[src/rtl/mem_stage.sv]
// mem_stage: MIPS memory stage with req/ready data-memory handshake, load alignment/extension and MEM/WB register.
// Optional MEM_ALIGN_CHECK_EN rejects misaligned half/word accesses with a mem_err pulse.
module mem_stage #(
  parameter int TIMEOUT = 16
) (
  input  logic        CLK,
  input  logic        RESET,
  input  logic [31:0] aluResult1_PR,
  input  logic [31:0] readDataB1_PR,
  input  logic [31:0] Instr1_PR,
  input  logic [4:0]  writeRegister1_PR,
  input  logic        MemRead1_PR,
  input  logic        MemWrite1_PR,
  input  logic        MemtoReg1_PR,
  input  logic        do_writeback1_PR,
  input  logic        dmem_ready,
  input  logic [31:0] dmem_rdata,
  output logic        dmem_req,
  output logic        dmem_we,
  output logic [31:0] dmem_addr,
  output logic [31:0] dmem_wdata,
  output logic [3:0]  dmem_be,
  output logic        STALL,
  output logic [31:0] Data1_MEM,
  output logic [4:0]  writeRegister1_MEM,
  output logic        do_writeback1_MEM,
  output logic [31:0] Data1_WB,
  output logic [4:0]  writeRegister1_WB,
  output logic        do_writeback1_WB,
  output logic        mem_err
);
  typedef enum logic {IDLE, WAIT} state_t;
  localparam int CW = TIMEOUT > 0 ? $clog2(TIMEOUT + 1) : 1;
  state_t state;
  logic [CW-1:0] cnt;
  logic [1:0] sz, off;
  logic is_byte, is_half, unsgn, mem_op, misalign, timeout;
  logic [31:0] lane, ext;
  assign sz      = Instr1_PR[27:26];
  assign unsgn   = Instr1_PR[28];
  assign is_byte = sz == 2'b00;
  assign is_half = sz == 2'b01;
  always_comb begin
    mem_op = MemRead1_PR | MemWrite1_PR;
    off = is_byte ? aluResult1_PR[1:0] : is_half ? {aluResult1_PR[1], 1'b0} : 2'b00;
`ifdef MEM_ALIGN_CHECK_EN
    misalign = mem_op & (is_half ? aluResult1_PR[0] : (!is_byte && aluResult1_PR[1:0] != 2'b00));
`else
    misalign = 1'b0;
`endif
    // a WAIT cycle that hits the limit without ready abandons the access
    timeout = (TIMEOUT != 0) && state == WAIT && cnt == CW'(TIMEOUT) && !dmem_ready;
    dmem_req = RESET & mem_op & ~misalign & ~timeout;
    dmem_we = MemWrite1_PR & ~MemRead1_PR;
    dmem_addr = {aluResult1_PR[31:2], 2'b00};
    dmem_wdata = is_byte ? {4{readDataB1_PR[7:0]}} : is_half ? {2{readDataB1_PR[15:0]}} : readDataB1_PR;
    dmem_be = is_byte ? 4'b0001 << off : is_half ? (off[1] ? 4'b1100 : 4'b0011) : 4'b1111;
    lane = dmem_rdata >> {off, 3'b000};
    ext = is_byte ? {{24{~unsgn & lane[7]}}, lane[7:0]} :
          is_half ? {{16{~unsgn & lane[15]}}, lane[15:0]} : dmem_rdata;
    STALL = dmem_req & ~dmem_ready;
    Data1_MEM = MemtoReg1_PR ? ext : aluResult1_PR;
    writeRegister1_MEM = writeRegister1_PR;
    do_writeback1_MEM = do_writeback1_PR & ~STALL;
  end
  always_ff @(posedge CLK or negedge RESET)
    if (!RESET) begin
      state <= IDLE;
      cnt <= '0;
      Data1_WB <= '0;
      writeRegister1_WB <= '0;
      do_writeback1_WB <= 1'b0;
      mem_err <= 1'b0;
    end else begin
      state <= STALL ? WAIT : IDLE;
      cnt <= STALL ? cnt + 1'b1 : '0;
      mem_err <= timeout | misalign;
      if (STALL | timeout | misalign) do_writeback1_WB <= 1'b0;
      else begin
        Data1_WB <= Data1_MEM;
        writeRegister1_WB <= writeRegister1_PR;
        do_writeback1_WB <= do_writeback1_PR;
      end
    end
endmodule

[config.mk]
export PLATFORM = sky130hd
export DESIGN_NAME = mem_stage
export DESIGN_NICKNAME = d
export VERILOG_FILES = /design/src/rtl/mem_stage.sv
export SDC_FILE = /design/constraint.sdc
export NUM_CORES = 1
export LEC_CHECK = 0
export CAP_MARGIN = 20
export CORE_AREA = 2 2 112 114
export CTS_CLUSTER_SIZE = 20
export DETAILED_ROUTE_END_ITERATION = 16
export DIE_AREA = 0 0 114 116
export DONT_BUFFER_PORTS = 1
export SLEW_MARGIN = 20
export SYNTH_ARGS = -nofsm -noshare
export SYNTH_HDL_FRONTEND = slang
export SYNTH_SLANG_ARGS = --single-unit
export TNS_END_PERCENT = 20
[constraint.sdc]
create_clock -name CLK -period 5 [get_ports CLK]
set_input_delay 1 -clock CLK [delete_from_list [all_inputs] [get_ports CLK]]
set_output_delay 1 -clock CLK [all_outputs]
set_load 0.01 [all_outputs]
==> impl_results.md <==
* Total track usage at 0.1628
* Via density per instance at ~5.8
* Die area at 13220 um2
* Worst setup SP type: input pin
* Flops & latches, synth at 45
* GRT met2 Usage at 0.2690
* WP data arrival at ~2.5 ns
* Post-synth top area cell: dfrtp_1
* Clock slew at reported path FFs at approximately 0.070 ns
* Worst vdd ir at 0.09162 mV
* Clk buf depth at 2
* Total negative slack at 0 ns
* Power Density at 282.1 nW/um2
* # setup viols final at 0
* Post-route DRC at 0
* Clock latency at the later pin of the worst-skew pair at 0.29 ns
* Min Tclk post-route at between 3 and 4 ns
* FF/Latch Area at 1126 um2
* DP HPWL at slightly below 9 mm
* Worst-path cell with the longest stage delay: a41oi_1
* Fraction of registers with async set or reset after synthesis at 1.000
* Cell count after synthesis at 388
* Netlist Area Pre-Place at 3521 um2
* Core area at about 12000 um2
* # hold bufs at CTS at 0
* Final WL at 11.34 mm
* Worst path bufs/invs at 0
* TritonCTS Sinks at 45
* Final hold viol count at 0
* Dpl ws at 1.568 ns
* Area grow syn2layout at -2.949%
* Slack of the critical path at 1.517 ns
* Crit path largest cell delay at 0.72 ns
* Final core occ at 0.2869
* Fill count at roughly 1.3k
* Largest delay share family, worst path: compound AO/OA/AOI/OAI gates
* Commonest cells after routing, fill and taps aside: 48 x mux2_2, 46 x nand2_1, 45 x dfrtp_1, 38 x nor2_1, 22 x mux2i_1
* Crit. End Element: primary output
* Iter 0 DRT Violations at 144
* H-tree depth at 2
* Highest clock rate at 0.2871 GHz
* Top Ports at 288
* Die Y at 116 um
* Period utilisation layout at 0.6967
* GRT overflow at 0
* Avg Cell Area, Syn at 9.074 um2
* Clock skew at 0.007115 ns
* Clk root buf: clkbuf_16
* Worst min path class: input pin to async pin
* Max-slew headroom at 0.4938
* Most common cell after layout, fill and taps aside: mux2_2
* Crit path kind: input pin to primary output
* Post-synthesis sequential area ratio at 0.3198
* GP Congestion at between 0.8 and 0.9
* Nets@finish at between 400 and 500
* Area occupied by multi-input gates at roughly 1900 um2
* Post-synth EDFFs at 0
* Yosys top cell area share at 0.3198
* Post-CTS sizing at 0
* Min Hold Slack at 0.4007 ns
* Port Buf Inserts at 0
* MaxCap Viol Count at 0
* Critical-path cell list: mux2_2 > nand3_1 > a41oi_1
* Via count at 2749
* M3 GR Usage at 0.05230
* Least-Margin Pin Slew at 0.7571 ns
* Yosys warns at 0
* Initial antenna violation count at 0
* Met1 usage in global routing at 0.2095
* Starting Density at 0.2956
* Pin count of the biggest net entering global routing at 63
* Synth Flop Type: dfrtp_1
* Pre-antenna DRT Iters at 5
* Data required, critical path at ~4.0 ns
* Max-slew violations at 0
* Leak Pwr at 1.368 nW
* Setup Fix Bufs, Post-CTS at 0
* Vias in the first global route at 2788
* Num CTS Buffers at 5
* Remaining antenna violation count at 0
* Most used routing layer: met2
* Layout cell share with drive strength beyond 1 at 0.1933
* CTS tree: done
* CP Max Fanout at 43
* RSZ-0062 raised after global routing: false
* Row count at 40
* First-pass GRT wire length at 16.37 mm
* Area contributors post-synth: dfrtp_1 32%, mux2_2 15%, buf_4 9.6%, mux2i_1 6.3%, nand2_1 4.9%
* Synth unique cells at 42
* Die Wd at ~110 um
* Avg WL per Cell at about 24 um
* Antenna cells at 0
* Status: completed
-- through the flow --
step                instance area, um2  power [mW]  cells
global placement                  3271      0.6377    465
global route                      3417       1.014    473
floorplan                         3525      0.6545    389
CTS                               3417      0.9791    473
detailed placement                3271      0.6426    465
finish                            3417      0.9639    473
-- cell families (layout without fill, tap and decap cells) --
group,after synthesis,count (layout),share of synthesized area
AOI/OAI and AO/OA,58,58,0.1283
buffers and inverters,79,16,0.1368
DFF,45,45,0.3198
adders and majority gates,2,2,0.007106
and+or+nand+nor,128,128,0.1727
muxes,72,72,0.2267
xor gates and xnor gates,3,3,0.007464
other,1,2,0.001065
-- sequential cells by signal, summed over array words and instances (netlist names) --
name / flops
Data1_WB: 32
cnt: 5
do_writeback1_WB: 1
mem_err: 1
state: 1
writeRegister1_WB: 5
-- where the power goes --
part	internal, mW	leakage, nW	switching, mW
Clock	0.186	0.0702	0.145
Combinational	0.0848	0.759	0.104
Sequential	0.402	0.538	0.0432
Total	0.672	1.37	0.291
-- final timing paths --
| check | start | endpoint | slack (ns) | depth (start not counted) |
|---|---|---|---|---|
| min reg2reg | cnt[0] | cnt[0] | 0.49 | 1 |
| min | RESET | writeRegister1_WB[0] | 0.40 | 0 |
| max reg2reg | cnt[0] | Data1_WB[17] | 2.90 | 7 |
| max in group asynchronous | RESET | Data1_WB[19] | 4.50 | 0 |
| max | aluResult1_PR[1] | Data1_MEM[21] | 1.52 | 3 |
| min in group CLK | cnt[0] | cnt[0] | 0.49 | 1 |
-- layout make-up --
class / count / area share
clock buffer: 5 / 0.03662
clock inverter: 3 / 0.006225
inverter: 5 / 0.005492
multi-input combinational: 265 / 0.5617
sequential: 45 / 0.3295
tap: 147 / 0.05383
timing repair buffer: 3 / 0.006591
-- cells in the mapped netlist, types with 8 or more instances --
master / instances
a41oi_1: 15
buf_4: 45
clkbuf_1: 20
dfrtp_1: 45
mux2_2: 48
mux2i_1: 22
nand2_1: 46
nand3_1: 11
nand3b_1: 10
nand4b_1: 9
nor2_1: 39
o21ai_0: 12
o22a_1: 8
-- metal layers --
| layer | vias to the layer above | wire length, um |
|---|---|---|
| met5 | - | 0 |
| met4 | 0 | 135 |
| met3 | 8 | 1012 |
| met2 | 160 | 5417 |
| met1 | 1361 | 4777 |
| li1 | 1220 | - |
No activity file was read; power rests on OpenSTA's default activity.
